**config.mk**
```make
export PLATFORM = sky130hd
export DESIGN_NAME = ps2_host_tx
export DESIGN_NICKNAME = d
export VERILOG_FILES = /design/src/rtl/ps2_host_tx.sv
export SDC_FILE = /design/constraint.sdc
export NUM_CORES = 1
export LEC_CHECK = 0
export CAP_MARGIN = 20
export CORE_MARGIN = 2
export CORE_UTILIZATION = 55
export DETAILED_ROUTE_END_ITERATION = 12
export DONT_BUFFER_PORTS = 1
export PLACE_DENSITY = 0.68
export SYNTH_ARGS = -nofsm -noshare
export SYNTH_HDL_FRONTEND = slang
export SYNTH_SLANG_ARGS = --single-unit
```
**constraint.sdc**
```tcl
create_clock -name main_clk -period 5.01 [get_ports main_clk]
set_input_delay 0.7515 -clock main_clk [delete_from_list [all_inputs] [get_ports main_clk]]
set_output_delay 0.7515 -clock main_clk [all_outputs]
set_load 0.01 [all_outputs]
```
**src/rtl/ps2_host_tx.sv**
```systemverilog
// ps2_host_tx: host-to-device PS/2 command transmitter.
// Pulls the shared open-drain PS/2 pins low only through registered pulldown
// enables, and raises rx_inhibit while busy so the receive path ignores the
// clock edges of this transfer.
// Optional build macro PS2_TX_RETRY_EN: a failed frame is retried up to two
// more times before tx_error is reported.
module ps2_host_tx #(
    parameter int INHIBIT_CYCLES = 10800,
    parameter int FIRST_TIMEOUT  = 1350000,
    parameter int PACKET_TIMEOUT = 180000,
    parameter int SYNC_STAGES    = 2
) (
    input  logic       main_clk,
    input  logic       reset,
    input  logic [7:0] tx_data,
    input  logic       tx_valid,
    output logic       tx_ready,
    output logic       tx_done,
    output logic       tx_error,
    output logic       rx_inhibit,
    input  logic       ps2_clock_in,
    input  logic       ps2_data_in,
    output logic       ps2_clock_pulldown,
    output logic       ps2_data_pulldown
);
    localparam int INH_W   = $clog2(INHIBIT_CYCLES + 1);
    localparam int FIRST_W = $clog2(FIRST_TIMEOUT + 1);
    localparam int PKT_W   = $clog2(PACKET_TIMEOUT + 1);

    typedef enum logic [2:0] {
        IDLE,
        INHIBIT,
        REQ,
        START,
        BITS,
        ACK,
        RELEASE,
        ABORT
    } state_t;

    state_t state;

    logic [SYNC_STAGES-1:0] clock_sync;
    logic [SYNC_STAGES-1:0] data_sync;
    logic                   clock_prev;
    logic                   clock_s;
    logic                   data_s;
    logic                   fall;

    logic [8:0]         shift_reg;
    logic [3:0]         bit_cnt;
    logic [INH_W-1:0]   inhibit_cnt;
    logic [FIRST_W-1:0] first_timer;
    logic [PKT_W-1:0]   packet_timer;
    logic               first_expired;
    logic               packet_expired;

`ifdef PS2_TX_RETRY_EN
    logic [1:0] retry_cnt;
    logic [7:0] byte_latch;
`endif

    assign clock_s        = clock_sync[SYNC_STAGES-1];
    assign data_s         = data_sync[SYNC_STAGES-1];
    assign fall           = clock_prev & ~clock_s;
    assign first_expired  = (first_timer >= FIRST_W'(FIRST_TIMEOUT));
    assign packet_expired = (packet_timer >= PKT_W'(PACKET_TIMEOUT));

    // Bring the asynchronous pin levels into main_clk and keep the previous clock for edge detection
    always_ff @(posedge main_clk) begin
        if (reset) begin
            clock_sync <= '1;
            data_sync  <= '1;
            clock_prev <= 1'b1;
        end else begin
            clock_sync <= {clock_sync[SYNC_STAGES-2:0], ps2_clock_in};
            data_sync  <= {data_sync[SYNC_STAGES-2:0], ps2_data_in};
            clock_prev <= clock_s;
        end
    end

    // Frame sequencer: inhibit, request-to-send, shift bits on device falling edges, collect ack
    always_ff @(posedge main_clk) begin
        if (reset) begin
            state              <= IDLE;
            tx_ready           <= 1'b1;
            tx_done            <= 1'b0;
            tx_error           <= 1'b0;
            rx_inhibit         <= 1'b0;
            ps2_clock_pulldown <= 1'b0;
            ps2_data_pulldown  <= 1'b0;
            shift_reg          <= '0;
            bit_cnt            <= '0;
            inhibit_cnt        <= '0;
            first_timer        <= '0;
            packet_timer       <= '0;
`ifdef PS2_TX_RETRY_EN
            retry_cnt          <= '0;
            byte_latch         <= '0;
`endif
        end else begin
            tx_done  <= 1'b0;
            tx_error <= 1'b0;

            if ((state == BITS || state == ACK || state == RELEASE) && packet_timer != '1)
                packet_timer <= packet_timer + PKT_W'(1);

            case (state)
                IDLE: begin
                    if (tx_valid) begin
                        shift_reg          <= {~^tx_data, tx_data};
                        inhibit_cnt        <= '0;
                        ps2_clock_pulldown <= 1'b1;
                        tx_ready           <= 1'b0;
                        rx_inhibit         <= 1'b1;
                        state              <= INHIBIT;
`ifdef PS2_TX_RETRY_EN
                        byte_latch         <= tx_data;
                        retry_cnt          <= '0;
`endif
                    end
                end

                INHIBIT: begin
                    if (inhibit_cnt >= INH_W'(INHIBIT_CYCLES - 1)) begin
                        ps2_data_pulldown <= 1'b1;
                        state             <= REQ;
                    end else begin
                        inhibit_cnt <= inhibit_cnt + INH_W'(1);
                    end
                end

                REQ: begin
                    ps2_clock_pulldown <= 1'b0;
                    first_timer        <= '0;
                    state              <= START;
                end

                START: begin
                    if (fall) begin
                        ps2_data_pulldown <= ~shift_reg[0];
                        shift_reg         <= {1'b0, shift_reg[8:1]};
                        bit_cnt           <= 4'd1;
                        packet_timer      <= '0;
                        state             <= BITS;
                    end else if (first_expired) begin
                        ps2_data_pulldown  <= 1'b0;
                        ps2_clock_pulldown <= 1'b0;
                        state              <= ABORT;
                    end else if (first_timer != '1) begin
                        first_timer <= first_timer + FIRST_W'(1);
                    end
                end

                BITS: begin
                    if (packet_expired) begin
                        ps2_data_pulldown  <= 1'b0;
                        ps2_clock_pulldown <= 1'b0;
                        state              <= ABORT;
                    end else if (fall) begin
                        if (bit_cnt == 4'd9) begin
                            ps2_data_pulldown <= 1'b0;
                            state             <= ACK;
                        end else begin
                            ps2_data_pulldown <= ~shift_reg[0];
                            shift_reg         <= {1'b0, shift_reg[8:1]};
                            bit_cnt           <= bit_cnt + 4'd1;
                        end
                    end
                end

                ACK: begin
                    if (packet_expired || (clock_s && data_s)) begin
                        ps2_data_pulldown  <= 1'b0;
                        ps2_clock_pulldown <= 1'b0;
                        state              <= ABORT;
                    end else if (fall && !data_s) begin
                        state <= RELEASE;
                    end
                end

                RELEASE: begin
                    if (packet_expired) begin
                        ps2_data_pulldown  <= 1'b0;
                        ps2_clock_pulldown <= 1'b0;
                        state              <= ABORT;
                    end else if (clock_s && data_s) begin
                        tx_done    <= 1'b1;
                        tx_ready   <= 1'b1;
                        rx_inhibit <= 1'b0;
                        state      <= IDLE;
                    end
                end

                ABORT: begin
`ifdef PS2_TX_RETRY_EN
                    if (retry_cnt < 2'd2) begin
                        retry_cnt          <= retry_cnt + 2'd1;
                        shift_reg          <= {~^byte_latch, byte_latch};
                        inhibit_cnt        <= '0;
                        ps2_clock_pulldown <= 1'b1;
                        state              <= INHIBIT;
                    end else begin
                        tx_error   <= 1'b1;
                        tx_ready   <= 1'b1;
                        rx_inhibit <= 1'b0;
                        state      <= IDLE;
                    end
`else
                    tx_error   <= 1'b1;
                    tx_ready   <= 1'b1;
                    rx_inhibit <= 1'b0;
                    state      <= IDLE;
`endif
                end

                default: state <= IDLE;
            endcase
        end
    end

endmodule
```
After elaboration in Yosys (flattened, before gate mapping)
Index checks and enable logic that the tools add are counted.
{ "word_totals": {"ff_bits": 80, "inputBits": 13, "elab_cells": 137} }
{ "op_classes": {"n_addsub": 4, "magnitude_cmp": 3, "eq_ne": 31, "n_mux": 54, "n_bitwise": 4, "reduce_logical": 26} }
{ "ops": {"columns": ["op", "count"], "rows": [
  ["$mux W21", 3],
  ["$mux W18", 3],
  ["$mux W9", 5],
  ["$pmux W21 S2", 1],
  ["$mux W3", 11],
  ["$mux W14", 2],
  ["$pmux W14 S2", 1],
  ["$pmux W9 S3", 1],
  ["$ne A2 B2 Y1 const B", 13],
  ["$pmux W3 S8", 1],
  ["$add A21 B1 Y21 const B", 1],
  ["$ge A21 B21 Y1 const B", 1],
  ["$ne A21 B21 Y1 const B", 1],
  ["$add A18 B1 Y18 const B", 1],
  ["$ge A18 B18 Y1 const B", 1],
  ["$ne A18 B18 Y1 const B", 1],
  ["$reduce_and A6 Y1", 3],
  ["$mux W1", 17],
  ["$mux W4", 4],
  ["$add A14 B1 Y14 const B", 1],
  ["$ge A14 B14 Y1 const B", 1],
  ["$eq A3 B3 Y1 const B", 4],
  ["$pmux W1 S5", 2],
  ["$reduce_bool A5 Y1", 2],
  ["25 further kinds", 41]
]} }

Depth between registers and ports, before layout
Gate-level depths: netlist (run 1).
{ "depth": {"word_depth": 7, "mapped_depth": 8} }

Least setup slack after synthesis (run 1)
OpenSTA, ideal clock, no wires.
{ "synth_timing": {"kind": "reg-to-reg", "startpoint": "register packet_timer[10]", "endpoint": "register ps2_data_pulldown", "setup_time_ns": 0.122, "t_arrival_ns": 2.092, "setup_slack_ns": 2.796, "stages_incl_launch_ff": 7, "cell_sequence": "dfxtp_1 > nand4_2 > or4_4 > buf_6 > and4_4 > a311o_1 > o311a_1"} }
{ "synth_between": {"elab_chain_len": 4, "word_cells_on_any_way": 8, "classes_between": "order compare: 1; eq/ne: 3; mux: 2; reduce/logical: 2"} }
{ "synth_lines": {"columns": ["item", "line_no", "text"], "rows": [
  ["from (decl)", "54", "logic [PKT_W-1:0] packet_timer;"],
  ["from (signal assigned)", "106", "packet_timer <= packet_timer + PKT_W'(1);"],
  ["$ge A18 B18 Y1 (*)", "67", "assign packet_expired = (packet_timer >= PKT_W'(PACKET_TIMEOUT));"],
  ["$logic_or A1 B1 Y1", "173", "if (packet_expired || (clock_s && data_s)) begin"],
  ["$ne A2 B1 Y1 (no line)", null, null],
  ["$reduce_and A6 Y1 (no line)", null, null],
  ["to (signal assigned)", "141", "ps2_data_pulldown <= ~shift_reg[0];"],
  ["to (signal assigned)", "165", "ps2_data_pulldown <= ~shift_reg[0];"],
  ["to (decl)", "24", "output logic ps2_data_pulldown"]
]} }
Mark *: on every way between the ends. The rest lies on a longest branch, timed or not.
A chain may end at the register's enable or synchronous reset.

Worst setup path in the final report (run 1)
{ "layout_timing": {"startpoint": "register state[2]", "endpoint": "register ps2_data_pulldown"} }
{ "layout_between": {"elab_chain_len": 3, "word_cells_on_any_way": 13, "classes_between": "eq/ne: 10; mux: 1; reduce/logical: 2"} }
{ "layout_lines": {"columns": ["item", "line_no", "text"], "rows": [
  ["from (decl)", "41", "state_t state;"],
  ["from (signal assigned)", "85", "state <= IDLE;"],
  ["from (signal assigned)", "116", "state <= INHIBIT;"],
  ["from (signal assigned)", "127", "state <= REQ;"],
  ["$eq A3 B3 Y1 (tied with other cells)", "108", "case (state)"],
  ["$ne A3 B3 Y1 (no line) (tied with other cells)", null, null],
  ["$reduce_and A6 Y1 (no line)", null, null]
]} }
Several ways; a longest one is shown, not always the timed one.

==> results by group, run 1 <==
Run status
  – Status: complete, no violations

Worst setup path
  – Critical Path AT: 2.74 ns
  – Startpoint Class: register
  – R2r setup slk: 2.51 ns
  – Critical Path Start: state[2]
  – Type of the worst setup path: reg2reg
  – Capture point of the worst path: ps2_data_pulldown
  – CP Max Fanout: 14
  – R2R depth: 5
  – Crit. End Element: register
  – Crit Reg-Reg Endpoint: ps2_data_pulldown
  – R2R Path Start: state[2]
  – Req. time, crit path: 5.25 ns

Clocking
  – Post_cts resized: 0
  – H-Tree Depth: 3
  – Clk pin slew, worst setup/hold paths: 0.09 ns
  – Hold buffers post-CTS: 0
  – CTS root buffer: clkbuf_8
  – Worst skew pair latency: 0.35 ns
  – Clock Sinks: 80
  – CTS Buf Count: 9
  – Clk buf depth: 2
  – Post-CTS setup buffer count: 0
  – CTS tree: yes

Final layout
  – Post-layout net count: 524
  – Largest register FFs: 21
  – ANT cells: 0
  – Layout cell share with drive strength beyond 1: 0.0650
  – Util after Layout: 0.613
  – Largest Register: first_timer
  – Top Registers: first_timer: 21 flops, packet_timer: 18 flops, inhibit_cnt: 14 flops
  – FILL cells: 704
  – Area growth syn-to-layout: 7.11%

Routing
  – DR vias/cell: 6.17
  – DRT Pass-1 Iters: 4
  – ANT nets after route: 0
  – DRC violations left: 0
  – Drt total wl: 9280 µm
  – Via count: 3748
  – Wirelength per Cell: 15.3 µm
  – Drt first-iter violations: 186

Synth
  – Syn. warnings: 0
  – Post-synth EDFFs: 0
  – Mapped Area: 0.00417 mm²
  – Top FF cell, synth: dfxtp_1
  – Cell count after synthesis: 512
  – Synth Net Count: 532
  – Synth cell types: 59
  – Syn avg cell area: 8.15 µm²
  – Yosys reg bits: 80
  – Sequential fraction of the synthesis area: 0.384
  – Async S/R FF share, synth: 0

GRT
  – GRT met2 Usage: 0.362
  – Grt met3 use: 0.0357
  – Met1 Track Usage GR: 0.316
  – Vias in the first global route: 3394
  – GR peak layer: met2
  – Largest net degree at the start of global routing: 32
  – All-layer global routing usage: 0.228
  – Initial antenna violation count: 0
  – GRT overflow: 0
  – First-pass GRT wire length: 15900 µm

Job
  – Number of max-cap violations: 0

Timing
  – Worst-Margin Slew: 0.904 ns
  – Clock Skew: 0.0102 ns
  – Setup Viol. Count Final: 0
  – Period utilization: 0.498
  – Fin. Hold Viols: 0
  – Fmax: 0.401 GHz
  – RSZ-0062 raised after global routing: false
  – Min cycle time layout: 2.50 ns
  – Slew Viols, Final: 0
  – Slew headroom: 0.396
  – Setup_tns: 0 ns

Floorplanning
  – Initial Util: 0.572
  – Die width: 91.1 µm
  – Core Area: 0.00729 mm²
  – I/O pin count: 19
  – Die Span Y: 91.1 µm
  – DIE AREA: 0.00830 mm²
  – # rows: 31

Placed design
  – Gpl congestion: 0.899
  – Port bufs: 0
  – DPL Wire Length: 6370 µm

Power and ir drop
  – Leak: 1.46 nW
  – Pwr dens: 400 mW/mm²
  – Peak supply drop: 0.000303 V

Min path
  – Min-Delay Path Class: reg2reg
-- metal layers --
metal  share of wire  wire length, µm
met5               0                0
met4           0.017              156
met3           0.050              464
met2            0.45             4200
met1            0.48             4460
-- synthesized netlist by cell type (all sizes together) (7+ instances only) --
cell type | n | share of area
nand2 | 53 | 0.048
clkbuf | 19 | 0.017
xnor2 | 15 | 0.031
xor2 | 17 | 0.036
ha | 7 | 0.021
a21oi | 33 | 0.040
o21ai | 27 | 0.032
o31ai | 11 | 0.020
a311oi | 8 | 0.017
nor3 | 9 | 0.012
or3 | 16 | 0.024
inv | 11 | 0.0099
nand3 | 32 | 0.038
nand4 | 11 | 0.018
nor2 | 53 | 0.048
and3 | 9 | 0.013
or4 | 12 | 0.022
dfxtp | 80 | 0.38
or2 | 8 | 0.012
-- how the worst min path moves through the flow --
stage,startpoint,endpoint,slack (ns),cells past startpoint
floorplan,clock_sync[0],clock_sync[1],0.39,1
global placement,clock_sync[0],clock_sync[1],0.39,1
detailed placement,clock_sync[0],clock_sync[1],0.40,1
CTS,clock_sync[0],clock_sync[1],0.42,1
global route,data_sync[0],data_sync[1],0.43,1
finish,clock_sync[0],clock_sync[1],0.41,1
-- critical path, cell delays in order, from the launching register on --
cell and delay (ns):
dfxtp_1 0.62, clkinv_1 0.39, and3_1 0.32, o311a_1 0.24
a311o_1 0.42, o311a_1 0.39
-- layout make-up --
type,instances,area [µm²],area share
inverters,13,48.8,0.0109
multi-input cells,396,2420,0.542
clock buffers,10,138,0.0308
flip-flops and latches,80,1600,0.358
clock inverters,5,104,0.0232
repair buffers,4,30.0,0.00672
well taps,99,124,0.0277
-- power by group --
part / leakage (nW) / total [mW] / switching (mW) / internal (mW)
Sequential: 0.649 / 0.771 / 0.0812 / 0.690
Combinational: 0.689 / 0.433 / 0.281 / 0.152
Clock: 0.123 / 0.582 / 0.239 / 0.343
Total: 1.46 / 1.79 / 0.601 / 1.18
-- through the flow --
step	instances	area (µm²)	total power [mW]	hold slack [ns]	setup WS [ns]
global route	607	4470	1.88	0.429	2.29
CTS	606	4460	1.79	0.416	2.51
detailed placement	591	4220	1.21	0.396	2.53
floorplan	512	4170	1.13	0.389	2.80
finish	607	4470	1.79	0.412	2.51
global placement	591	4220	1.20	0.392	2.61
-- placed cells by master, fill, tap and decap left out, drive strengths merged, types with 2 or more instances in the layout --
| cell | count |
|---|---|
| nand4 | 11 |
| a311oi | 8 |
| clkbuf | 10 |
| dfxtp | 80 |
| nor2 | 53 |
| nand3 | 32 |
| mux2i | 6 |
| or3 | 16 |
| nor3 | 9 |
| a41oi | 2 |
| o311a | 3 |
| or4 | 12 |
| o211ai | 6 |
| nor2b | 3 |
| o21ai | 27 |
| inv | 12 |
| or2 | 8 |
| a211oi | 5 |
| o21bai | 2 |
| a21oi | 33 |
| a31oi | 6 |
| nor4 | 4 |
| and4 | 6 |
| buf | 4 |
| ha | 7 |
| xor2 | 17 |
| o22ai | 2 |
| nor4bb | 2 |
| nand2b | 5 |
| o31ai | 11 |
| nand2 | 53 |
| bufinv | 3 |
| xnor2 | 15 |
| clkinv | 3 |
| a311o | 2 |
| o311ai | 3 |
| o2111ai | 5 |
| nor3b | 2 |
| and3 | 9 |
-- cell families (layout without fill, tap and decap cells) --
group / after synthesis / in the layout / share of synthesized area
and+or+nand+nor: 227 / 227 / 0.279
AOI/OAI and AO/OA: 124 / 124 / 0.199
DFF: 80 / 80 / 0.384
buffers and inverters: 36 / 32 / 0.0354
xor gates and xnor gates: 32 / 32 / 0.0672
adders and majority gates: 7 / 7 / 0.0210
muxes: 6 / 6 / 0.0144
Note: power is estimated with default switching activity, not from simulation.
==> inputs of run 2 (changes only) <==
==> constraint.sdc (replaced) <==
create_clock -name main_clk -period 2.45 [get_ports main_clk]
set_input_delay 0.3675 -clock main_clk [delete_from_list [all_inputs] [get_ports main_clk]]
set_output_delay 0.3675 -clock main_clk [all_outputs]
set_load 0.01 [all_outputs]
==> run 2 against run 1 <==
Effect of this change: sequential share of layout area fell by 0.85 points; total power rose by 120%; core utilization rose by 1.6 points; sequential cell count did not move; hold slack got worse by 0.35 ns; count of clock-buffer cells in the layout fell by 1; via count fell by 0.45%; die area did not move; sequential power rose by 96%; critical path type unchanged; largest power group unchanged; highest routed layer unchanged.
==> results by group, run 2 (synthesized netlist as in run 1, its figures left out) <==
Run status
  – Status: complete, no violations

Timing
  – Slew headroom: 0.409
  – RSZ-0062 raised after global routing: false
  – Fmax: 0.431 GHz
  – Setup_tns: 0 ns
  – Slew Viols, Final: 0
  – Fin. Hold Viols: 0
  – Period utilization: 0.946
  – Worst-Margin Slew: 0.885 ns
  – Min cycle time layout: 2.32 ns
  – Setup Viol. Count Final: 0
  – Setup WS post-layout: 0.132 ns
  – Clock Skew: 0.0104 ns

Final layout
  – Largest Register: first_timer
  – Top Registers: first_timer: 21 flops, packet_timer: 18 flops, inhibit_cnt: 14 flops
  – FILL cells: 699
  – Finished Layout Cells: 618
  – Layout cell share with drive strength beyond 1: 0.0886
  – Util after Layout: 0.629
  – Area growth syn-to-layout: 9.87%
  – Commonest non-fill, non-tap cell in the layout: dfxtp_1
  – ANT cells: 0
  – Post-layout net count: 534
  – Most frequent cells in the layout: 78 x dfxtp_1, 53 x nand2_1, 53 x nor2_1, 33 x a21oi_1, 32 x nand3_1
  – Cell area after layout: 0.00458 mm²
  – Largest register FFs: 21

Power and ir drop
  – Pwr dens: 846 mW/mm²
  – Psw: 1.28 mW
  – Cell-internal power: 2.60 mW
  – Clk pwr share: 0.332
  – Combinational Power Share: 0.279
  – Leak: 1.53 nW
  – Peak supply drop: 0.000513 V
  – Sequential share of power: 0.389
  – Switching fraction of total power: 0.330

Placed design
  – Port bufs: 0
  – Gpl congestion: 0.892
  – Dpl cell area: 0.00432 mm²
  – DPL Wire Length: 6480 µm
  – Placed Cells: 602
  – Pre-CTS WS: 0.135 ns

Floorplanning
  – I/O pin count: 19
  – # rows: 31
  – Core Area: 0.00729 mm²
  – Die width: 91.1 µm
  – Initial Util: 0.572
  – DIE AREA: 0.00830 mm²
  – Die Span Y: 91.1 µm

Worst setup path
  – Critical Path AT: 2.56 ns
  – R2R Path Start: packet_timer[11]
  – Type of the worst setup path: reg2reg
  – Req. time, crit path: 2.69 ns
  – Startpoint Class: register
  – CP Max Fanout: 8
  – Critical Path Start: packet_timer[11]
  – Crit. End Element: register

Routing
  – ANT nets after route: 0
  – Drt total wl: 9290 µm
  – DR vias/cell: 6.04
  – Wirelength per Cell: 15.0 µm
  – Drt first-iter violations: 241
  – DRT Pass-1 Iters: 6
  – DRC violations left: 0
  – Via count: 3731

Clocking
  – Post_cts resized: 0
  – Worst skew pair latency: 0.36 ns
  – CTS root buffer: clkbuf_8
  – Clk pin slew, worst setup/hold paths: 0.09 ns
  – Hold buffers post-CTS: 0
  – Clk buf depth: 2
  – CTS Buf Count: 9
  – Clock Sinks: 80
  – CTS tree: yes
  – H-Tree Depth: 3
  – Post-CTS setup buffer count: 0

GRT
  – All-layer global routing usage: 0.231
  – GRT overflow: 0
  – Initial antenna violation count: 0
  – Largest net degree at the start of global routing: 40
  – First-pass GRT wire length: 15600 µm
  – Vias in the first global route: 3513

Min path
  – Hold Path Origin: reset
  – Min-Delay Path Class: in2reg

Job
  – Number of max-cap violations: 0
run 2: worst paths after layout:
kind	endpoint	slack (ns)	depth (start not counted)
worst max-delay path	ps2_data_pulldown	0.13	5
worst min-delay path	shift_reg[0]	0.07	1
worst max register to register	ps2_data_pulldown	0.13	5
worst min register to register	data_sync[1]	0.42	1
run 2: area by class of cell:
cell class | instances | area (µm²) | area share
inverter | 13 | 48.8 | 0.0106
timing repair buffer | 14 | 118 | 0.0257
multi-input combinational | 396 | 2420 | 0.529
clock buffer | 9 | 124 | 0.0270
clock inverter | 7 | 143 | 0.0311
tap | 99 | 124 | 0.0270
sequential | 80 | 1600 | 0.350
run 2: worst max-delay path, cell delays in order, from the launching register on:
cell,delay (ns)
dfxtp_1,0.42
nand4_2,0.17
or4_4,0.61
and4_4,0.21
a311o_1,0.41
o311a_1,0.39
run 2: power by group through the flow:
stage	clock network [mW]	registers [mW]	logic [mW]
6_report	1.29	1.51	1.08
5_1_grt	1.36	1.53	1.20
4_1_cts	1.31	1.51	1.07
3_5_place_dp	0	1.54	1.06
3_3_place_gp	0	1.54	1.05
2_1_floorplan	0	1.51	0.795
run 2: per-stage QoR:
step | total power, mW | hold WS, ns
2_1_floorplan | 2.30 | 0.389
3_3_place_gp | 2.58 | 0.393
3_5_place_dp | 2.60 | 0.400
4_1_cts | 3.89 | 0.0601
5_1_grt | 4.09 | 0.0467
6_report | 3.88 | 0.0672
run 2: routing by layer:
metal,vias to the layer above,part of all wire,track usage
met5,-,0,0
met4,0,0.012,0.0783
li1,1890,-,-
met3,11,0.060,0.0589
met1,1733,0.48,0.301
met2,97,0.45,0.372
==> inputs of run 3 (changes only) <==
--- a/config.mk
+++ b/config.mk
@@ -6,11 +6,12 @@
 export NUM_CORES = 1
 export LEC_CHECK = 0
 export CAP_MARGIN = 20
+export CORE_ASPECT_RATIO = 0.7
 export CORE_MARGIN = 2
-export CORE_UTILIZATION = 55
+export CORE_UTILIZATION = 35
 export DETAILED_ROUTE_END_ITERATION = 12
 export DONT_BUFFER_PORTS = 1
-export PLACE_DENSITY = 0.68
+export PLACE_DENSITY = 0.47
 export SYNTH_ARGS = -nofsm -noshare
 export SYNTH_HDL_FRONTEND = slang
 export SYNTH_SLANG_ARGS = --single-unit
==> run 3 against run 2 <==
Effect of this change: core utilization fell by 22 points; combinational power barely moved; fmax rose by 1.8%; clock skew fell by 0.0044 ns; hold slack improved by 0.039 ns; setup slack improved by 0.042 ns; count of clock-buffer cells in the layout rose by 1; routed wire length rose by 11%; register-to-register slack improved by 0.04 ns; first-iteration DRC count rose by 31%; sequential share of layout area fell by 1.4 points; via count rose by 1.6%; highest routed layer unchanged.
==> results by group, run 3 (synthesized netlist as in run 1, its figures left out) <==
Min path
  – Hold Path Origin: reset
  – Min-Delay Endpoint: shift_reg[5]
  – Min-Delay Path Class: in2reg
  – Hold Crit Depth: 1

Routing
  – DRC violations left: 0
  – DR vias/cell: 5.58
  – DRT Pass-1 Iters: 6
  – Drt total wl: 10300 µm
  – ANT nets after route: 0
  – Wirelength per Cell: 15.2 µm
  – Via count: 3792
  – Drt first-iter violations: 316

GRT
  – First-pass GRT wire length: 17500 µm
  – Largest net degree at the start of global routing: 40
  – Initial antenna violation count: 0
  – Vias in the first global route: 3408
  – All-layer global routing usage: 0.172
  – GRT overflow: 0

Clocking
  – Clk buf depth: 2
  – Post-CTS setup buffer count: 0
  – CTS root buffer: clkbuf_16
  – Clk pin slew, worst setup/hold paths: 0.06 ns
  – Hold buffers post-CTS: 0
  – Clock Sinks: 80
  – Post_cts resized: 0
  – CTS Buf Count: 9
  – Worst skew pair latency: 0.33 ns
  – H-Tree Depth: 3
  – CTS tree: yes

Placed design
  – DPL Wire Length: 7340 µm
  – Port bufs: 0
  – Gpl congestion: 0.867
  – Placed Cells: 664
  – Pre-CTS WS: 0.203 ns

Worst setup path
  – R2R depth: 5
  – Type of the worst setup path: reg2reg
  – Startpoint Class: register
  – Crit. End Element: register
  – R2r setup slk: 0.17 ns
  – CP Max Fanout: 6
  – Critical Path AT: 2.49 ns
  – Req. time, crit path: 2.67 ns
  – R2R Path Start: first_timer[13]
  – Crit Reg-Reg Endpoint: ps2_data_pulldown

Power and ir drop
  – Leak: 1.57 nW
  – Peak supply drop: 0.000430 V
  – Pwr dens: 874 mW/mm²

Floorplanning
  – Die width: 135 µm
  – I/O pin count: 19
  – Die Span Y: 95.4 µm
  – Core Area: 0.0117 mm²
  – DIE AREA: 0.0128 mm²
  – # rows: 33
  – Initial Util: 0.357

Timing
  – Setup Viol. Count Final: 0
  – Slew headroom: 0.424
  – Clock Skew: 0.00591 ns
  – Min cycle time layout: 2.28 ns
  – Setup WS post-layout: 0.173 ns
  – Setup_tns: 0 ns
  – Worst-Margin Slew: 0.862 ns
  – Period utilization: 0.929
  – RSZ-0062 raised after global routing: false
  – Fmax: 0.439 GHz
  – Fin. Hold Viols: 0
  – Slew Viols, Final: 0

Final layout
  – Most frequent cells in the layout: 80 x dfxtp_1, 53 x nand2_1, 53 x nor2_1, 33 x a21oi_1, 32 x nand3_1
  – Post-layout net count: 538
  – ANT cells: 0
  – Largest Register: first_timer
  – Finished Layout Cells: 679
  – Largest register FFs: 21
  – Top Registers: first_timer: 21 flops, packet_timer: 18 flops, inhibit_cnt: 14 flops
  – Area growth syn-to-layout: 14.1%
  – Layout cell share with drive strength beyond 1: 0.0900
  – FILL cells: 1186
  – Commonest non-fill, non-tap cell in the layout: dfxtp_1

Job
  – Number of max-cap violations: 0

Run status
  – Status: complete, no violations
[run 3: cell type report]
| type | count | area [µm²] | area share |
|---|---|---|---|
| multi-input combinational | 396 | 2420 | 0.509 |
| sequential | 80 | 1600 | 0.336 |
| clock buffer | 10 | 239 | 0.0502 |
| tap | 157 | 196 | 0.0413 |
| timing repair buffer | 18 | 148 | 0.0310 |
| clock inverter | 5 | 105 | 0.0221 |
| inverter | 13 | 48.8 | 0.0102 |
[run 3: how the worst max path moves through the flow]
| stage | from | end | slack (ns) | depth (start not counted) |
|---|---|---|---|---|
| floorplan | packet_timer[10] | ps2_data_pulldown | 0.24 | 6 |
| global placement | first_timer[13] | ps2_data_pulldown | 0.24 | 5 |
| detailed placement | first_timer[13] | state[1] | 0.20 | 6 |
| CTS | first_timer[13] | state[1] | 0.18 | 6 |
| global route | packet_timer[10] | state[1] | 0.09 | 6 |
| finish | first_timer[13] | ps2_data_pulldown | 0.17 | 5 |
[run 3: worst max-delay path: stages (launching register included)]
cell and delay, ns:
dfxtp_1 0.35, or2_2 0.31, or4_1 0.48, a2bb2oi_1 0.21
a311o_1 0.43, o311a_1 0.37
[run 3: through the flow]
step                area (µm²)  total power, mW  hold slack (ns)  utilization
floorplan                 4170             2.30            0.389            -
global placement          4420             2.61            0.392        0.378
detailed placement        4420             2.63            0.406        0.378
CTS                       4760             4.20           0.0861        0.408
global route              4760             4.40           0.0859        0.408
finish                    4760             4.16            0.106        0.408
[run 3: power breakdown]
group	switching, mW	internal (mW)	leakage [nW]
registers	0.127	1.41	0.649
clock network	0.533	1.02	0.161
logic	0.681	0.394	0.764
[run 3: per-layer routing]
layer	global-route usage	vias up	wire length, µm
met3	0.0526	7	702
met2	0.222	95	3890
met1	0.271	1793	5680
met5	0	-	0
li1	-	1897	-
met4	0.0360	0	68
